<file path="config.mk">
export PLATFORM = sky130hd
export DESIGN_NAME = unit_addr_dispatcher_flat
export DESIGN_NICKNAME = d
export VERILOG_FILES = /design/src/rtl/unit_addr_dispatcher_if.sv /design/src/rtl/unit_addr_dispatcher.sv /design/src/flat_wrapper.sv
export SDC_FILE = /design/constraint.sdc
export NUM_CORES = 1
export LEC_CHECK = 0
export CAP_MARGIN = 20
export CORE_ASPECT_RATIO = 2
export CORE_MARGIN = 3
export CORE_UTILIZATION = 28
export DETAILED_ROUTE_END_ITERATION = 7
export DONT_BUFFER_PORTS = 1
export SKIP_LAST_GASP = 1
export SYNTH_ARGS = -nofsm -noshare
export SYNTH_HDL_FRONTEND = slang
export SYNTH_SLANG_ARGS = --single-unit
</file>
<file path="constraint.sdc">
create_clock -name clk -period 2.8 [get_ports clk]
set_input_delay 0.56 -clock clk [delete_from_list [all_inputs] [get_ports clk]]
set_output_delay 0.56 -clock clk [all_outputs]
set_load 0.005 [all_outputs]
</file>
<file path="src/rtl/unit_addr_dispatcher_if.sv">
// Request / FIFO-write bundle of the unit address dispatcher.
// master = request source and FIFO side, slave = the dispatcher itself.
interface unit_addr_dispatcher_if #(
  parameter int NUM_SW_INST = 5,
  parameter int W_WIDTH     = 8,
  parameter int OP_WIDTH    = 32,
  parameter int WIN_SHIFT   = 4
);
  logic                   req_valid;
  logic                   req_ready;
  logic [W_WIDTH-1:0]     req_addr;
  logic [OP_WIDTH-1:0]    req_data;
  logic [NUM_SW_INST-1:0] full_in;
  logic [NUM_SW_INST-1:0] wr_fifo;
  logic [OP_WIDTH-1:0]    wr_data;
  logic [WIN_SHIFT-1:0]   wr_offs;
  logic                   err_unmapped;
  logic [7:0]             err_cnt;

  modport master (
    output req_valid, req_addr, req_data, full_in,
    input  req_ready, wr_fifo, wr_data, wr_offs, err_unmapped, err_cnt
  );

  modport slave (
    input  req_valid, req_addr, req_data, full_in,
    output req_ready, wr_fifo, wr_data, wr_offs, err_unmapped, err_cnt
  );
endinterface

</file>
<file path="src/rtl/unit_addr_dispatcher.sv">
// Ingress stage of the unit address decoder: takes one request at a time, decodes it
// into a switch-instance window and emits a registered one-hot FIFO write strobe.
module unit_addr_dispatcher #(
  parameter int               NUM_SW_INST = 5,
  parameter int               W_WIDTH     = 8,
  parameter int               OP_WIDTH    = 32,
  parameter logic [W_WIDTH-1:0] BASE_ADDR = 8'h00,
  parameter int               WIN_SHIFT   = 4
) (
  input logic clk,
  input logic rst,
  unit_addr_dispatcher_if.slave bus
);

  localparam int IDX_W = W_WIDTH - WIN_SHIFT;

  typedef enum logic [1:0] {IDLE, DISPATCH, STALL} state_t;

  state_t state_reg, state_next;

  logic [W_WIDTH-1:0]     addr_reg;
  logic [OP_WIDTH-1:0]    data_reg;
  logic [NUM_SW_INST-1:0] wr_fifo_reg;
  logic [OP_WIDTH-1:0]    wr_data_reg;
  logic [WIN_SHIFT-1:0]   wr_offs_reg;
  logic                   err_unmapped_reg;
  logic [7:0]             err_cnt_reg;

  logic [W_WIDTH-1:0]     off;
  logic [IDX_W-1:0]       win_idx;
  logic                   hit;
  logic [NUM_SW_INST-1:0] sel_vec;
  logic                   target_full;
  logic                   ready_next;
  logic                   accept;
  logic                   issue_wr;
  logic                   issue_err;

  // Decode always works on the held address, never on the live bus.
  assign off     = addr_reg - BASE_ADDR;
  assign win_idx = off[W_WIDTH-1:WIN_SHIFT];
  assign hit     = (addr_reg >= BASE_ADDR) && (int'(win_idx) < NUM_SW_INST);

  // One-hot target select; only the selected instance's full flag matters.
  generate
    for (genvar gi = 0; gi < NUM_SW_INST; gi++) begin : g_sel
      assign sel_vec[gi] = hit && (int'(win_idx) == gi);
    end
  endgenerate

  assign target_full = |(sel_vec & bus.full_in);

  always_comb begin
    state_next = state_reg;
    ready_next = 1'b0;
    accept     = 1'b0;
    issue_wr   = 1'b0;
    issue_err  = 1'b0;
    case (state_reg)
      IDLE: begin
        ready_next = 1'b1;
        if (bus.req_valid) begin
          accept     = 1'b1;
          state_next = DISPATCH;
        end
      end
      DISPATCH: begin
        if (!hit) begin
          issue_err  = 1'b1;
          state_next = IDLE;
        end else if (target_full) begin
          state_next = STALL;
        end else begin
          issue_wr   = 1'b1;
          state_next = IDLE;
        end
      end
      STALL: begin
        if (!target_full) begin
          issue_wr   = 1'b1;
          state_next = IDLE;
        end
      end
      default: state_next = IDLE;
    endcase
  end

  always_ff @(posedge clk or posedge rst) begin
    if (rst) begin
      state_reg <= IDLE;
    end else begin
      state_reg <= state_next;
    end
  end

  always_ff @(posedge clk or posedge rst) begin
    if (rst) begin
      addr_reg         <= '0;
      data_reg         <= '0;
      wr_fifo_reg      <= '0;
      wr_data_reg      <= '0;
      wr_offs_reg      <= '0;
      err_unmapped_reg <= 1'b0;
      err_cnt_reg      <= 8'h00;
    end else begin
      wr_fifo_reg      <= issue_wr ? sel_vec : '0;
      err_unmapped_reg <= issue_err;
      if (accept) begin
        addr_reg <= bus.req_addr;
        data_reg <= bus.req_data;
      end
      if (issue_wr) begin
        wr_data_reg <= data_reg;
        wr_offs_reg <= off[WIN_SHIFT-1:0];
      end
      if (issue_err && (err_cnt_reg != 8'hFF)) begin
        err_cnt_reg <= err_cnt_reg + 8'd1;
      end
    end
  end

  // Ready is forced low for the whole reset pulse, not just after it.
  assign bus.req_ready    = ready_next && !rst;
  assign bus.wr_fifo      = wr_fifo_reg;
  assign bus.wr_data      = wr_data_reg;
  assign bus.wr_offs      = wr_offs_reg;
  assign bus.err_unmapped = err_unmapped_reg;
  assign bus.err_cnt      = err_cnt_reg;

endmodule
</file>
<file path="src/flat_wrapper.sv">
// flat-port wrapper written by rule: the top's interface ports become plain ports
module unit_addr_dispatcher_flat 
#(
  parameter int               NUM_SW_INST = 5,
  parameter int               W_WIDTH     = 8,
  parameter int               OP_WIDTH    = 32,
  parameter logic [W_WIDTH-1:0] BASE_ADDR = 8'h00,
  parameter int               WIN_SHIFT   = 4
)
  (clk, rst, bus_req_valid, bus_req_addr, bus_req_data, bus_full_in, bus_req_ready, bus_wr_fifo, bus_wr_data, bus_wr_offs, bus_err_unmapped, bus_err_cnt);
  unit_addr_dispatcher_if #(.NUM_SW_INST(NUM_SW_INST), .W_WIDTH(W_WIDTH), .OP_WIDTH(OP_WIDTH), .WIN_SHIFT(WIN_SHIFT)) bus_i ();
  input logic clk;
  input logic rst;
  input wire logic [$bits(bus_i.req_valid)-1:0] bus_req_valid;
  input wire logic [$bits(bus_i.req_addr)-1:0] bus_req_addr;
  input wire logic [$bits(bus_i.req_data)-1:0] bus_req_data;
  input wire logic [$bits(bus_i.full_in)-1:0] bus_full_in;
  output wire logic [$bits(bus_i.req_ready)-1:0] bus_req_ready;
  output wire logic [$bits(bus_i.wr_fifo)-1:0] bus_wr_fifo;
  output wire logic [$bits(bus_i.wr_data)-1:0] bus_wr_data;
  output wire logic [$bits(bus_i.wr_offs)-1:0] bus_wr_offs;
  output wire logic [$bits(bus_i.err_unmapped)-1:0] bus_err_unmapped;
  output wire logic [$bits(bus_i.err_cnt)-1:0] bus_err_cnt;
  assign bus_i.req_valid = bus_req_valid;
  assign bus_i.req_addr = bus_req_addr;
  assign bus_i.req_data = bus_req_data;
  assign bus_i.full_in = bus_full_in;
  assign bus_req_ready = bus_i.req_ready;
  assign bus_wr_fifo = bus_i.wr_fifo;
  assign bus_wr_data = bus_i.wr_data;
  assign bus_wr_offs = bus_i.wr_offs;
  assign bus_err_unmapped = bus_i.err_unmapped;
  assign bus_err_cnt = bus_i.err_cnt;
  unit_addr_dispatcher #(.NUM_SW_INST(NUM_SW_INST), .W_WIDTH(W_WIDTH), .OP_WIDTH(OP_WIDTH), .BASE_ADDR(BASE_ADDR), .WIN_SHIFT(WIN_SHIFT)) u_core (.clk(clk), .rst(rst), .bus(bus_i));
endmodule
</file>
==> flow_metrics.tcl <==
set metrics [dict create \
    synthFlopType "dfrtp_1" \
    leakagePower_nw 1.94 \
    slowest_stage "nor4b_1" \
    clockRootBuffer "clkbuf_16" \
    hold_viol 0 \
    synth_top_area_share_pct 60.5 \
    clk-insertion-delay-late_ps 340 \
    finalSetupTns_ps 0 \
    placementRows 59 \
    met1_length_mm 2.73 \
    clock-sinks 92 \
    synth.most_common_cell "dfrtp_1" \
    wl_mm 7.49 \
    slew_headroom_pct 63.4 \
    yosys.area.top_type "dfrtp_1" \
    crit_path_max_fanout 26 \
    finalCritPeriodShare_pct 80.9 \
    grt_remaining_overflow 0 \
    syn_nets 296 \
    yosys_warnings 0 \
    slew_viol_final 0 \
    cts_tree "built" \
    synth_edf_count 0 \
    outcome "complete, no violations" \
    crit_family "simple AND/OR/NAND/NOR gates" \
    drtIter0Drc 54 \
    syn2layout_area_growth_pct 12.3 \
    peakVddDrop_uv 463 \
    route.detailed.drc 0 \
    fmax_ghz 0.442 \
    synth_area_leaders "dfrtp_1 61%, mux2_4 13%, mux2_2 12%, xor2_1 1.4%, ha_1 1.3%" \
    clkTransAtPathRegs_ps 70 \
    drtAntennaViolNets 0 \
    start_util_pct 28.9 \
    antennaDiodeCount 0 \
    dr_wl_met3_um 375 \
    tightest_slew_ps 541 \
    seq_area_frac_synth_pct 60.5 \
    grt_pass1_vias 2104 \
    hold_path.class "input port to async pin" \
    rrSetupSlack_ps 540 \
    setup_slack_ps 535 \
    fillers 1284 \
    dr_wl_met2_mm 4.21 \
    required_ps 3010 \
    drv_cap 0 \
    grt_max_degree 52 \
    cts_setup_buffers 0 \
    track_usage_pct 10.5 \
    antenna_found_initial 0 \
    path_cells "nor4b_1, nand2_1, nand4_4, buf_4, mux2_1" \
    core-area_um2 13100 \
    async_flop_share_pct 100 \
    layout-drive-gt1-share_pct 40.0 \
    synth_area_um2 3800 \
    post_cts_resized 0 \
    hpwl_mm 5.47 \
    syn_inst 244 \
    fp.dieH_um 171 \
    yosys-top-cells-count "92 x dfrtp_1, 42 x mux2_2, 32 x mux2_4" \
    nets 302 \
    grt_first_pass_wirelength_mm 11.7 \
    p_per_area_nw_per_um2 1210 \
    drt_first_pass_iters 3 \
    numCtsBuffers 9 \
    io_pins 99 \
    ys_seq_elements 92 \
    cts-htree-levels 3 \
    post-place-ws_ps 585 \
    top_layer_used "met4" \
    die_area_um2 15100 \
    finClkSkew_ps 11.0 \
    ys_types 35 \
    finish.utilization_pct 32.5 \
    arrival_ps 2480 \
    post_synth.cell_area_avg_um2 15.6 \
    post_dp_cell_area_um2 3990 \
    vias 1919 \
    endpoint_kind "flip-flop" \
    port_buffers 0 \
    crit_path_start_kind "flip-flop" \
    rsz0062_at_grt "no" \
    max_stage_delay_ps 520 \
    globalplace.congestion 0.694 \
    ctsLongestPathBuffers 2 \
    vias_per_cell 4.71 \
    fin_crit_ps 2260 \
    setup_violations 0 \
    critPathBufInv 1 \
    criticalPathCategory "flip-flop to flip-flop" \
    hold_buffers 0 \
    wl_per_cell_um 18.4 \
    die_x_um 88.4 \
    fin_area_um2 4270 \
]
## metal layers
layer  track usage, %  vias to the layer above
met5                0                        -
met4             5.13                        0
met3             3.37                        8
met2             18.2                       51
met1             11.1                      992
li1                 -                      868
## through the flow
| step | hold slack (ps) | std cells | total power [W] |
|---|---|---|---|
| 6_report | 42.4 | 407 | 0.00515 |
| 5_1_grt | 36.2 | 407 | 0.00550 |
| 4_1_cts | 31.1 | 407 | 0.00525 |
| 3_5_place_dp | 396 | 391 | 0.00407 |
| 3_3_place_gp | 394 | 391 | 0.00398 |
| 2_1_floorplan | 452 | 244 | 0.00372 |
## cell families (layout without fill, tap and decap cells)
logic type | count (synthesis) | after routing | share of synthesized area [%]
xor gates and xnor gates | 7 | 7 | 1.61
buffers and inverters | 19 | 30 | 2.80
muxes | 79 | 79 | 26.5
DFF | 92 | 92 | 60.5
adders and majority gates | 4 | 4 | 1.32
AOI/OAI and AO/OA | 13 | 13 | 2.70
and+or+nand+nor | 30 | 30 | 4.51
## final cells by class
| type | instances | area (um^2) | area share [%] |
|---|---|---|---|
| clock buffers | 9 | 225 | 5.27 |
| clock inverters | 7 | 57.6 | 1.35 |
| inverters | 9 | 37.5 | 0.879 |
| multi-input cells | 133 | 1400 | 32.7 |
| flip-flops and latches | 92 | 2300 | 53.9 |
| well taps | 152 | 190 | 4.45 |
| repair buffers | 5 | 62.6 | 1.46 |
## placed cells by master (no fill, tap or decap), types with 4 or more instances in the layout
cell type	Yosys	final
nor3_1	4	4
nand2_1	5	4
nand3_1	4	4
xor2_1	6	6
nor2_1	6	6
mux2_1	4	4
mux2_4	32	32
dfrtp_1	92	92
mux2_2	42	42
inv_1	9	8
ha_1	4	4
clkbuf_16	0	9
## power breakdown
| group | leakage, nW | switching [W] | internal, W |
|---|---|---|---|
| registers | 1.11 | 0.000498 | 0.00196 |
| clock network | 0.135 | 0.000533 | 0.000616 |
| logic | 0.693 | 0.000571 | 0.000972 |
| total | 1.94 | 0.00160 | 0.00355 |
## final timing paths
kind / from / endpoint / cells after the start
worst max-delay path: u_core.addr_reg[4]$_DFFE_PP0P_ / u_core.bus.wr_data[10]$_DFFE_PP0P_ / 5
worst min-delay path: rst / u_core.bus.wr_data[8]$_DFFE_PP0P_ / 1
worst max register to register: u_core.addr_reg[4]$_DFFE_PP0P_ / u_core.bus.wr_data[10]$_DFFE_PP0P_ / 5
worst min register to register: u_core.data_reg[27]$_DFFE_PP0P_ / u_core.bus.wr_data[27]$_DFFE_PP0P_ / 1
max in group asynchronous: rst / u_core.data_reg[23]$_DFFE_PP0P_ / 2
min in group clk: bus_req_data[4] / u_core.data_reg[4]$_DFFE_PP0P_ / 1
Note: power is estimated with default switching activity, not from simulation.
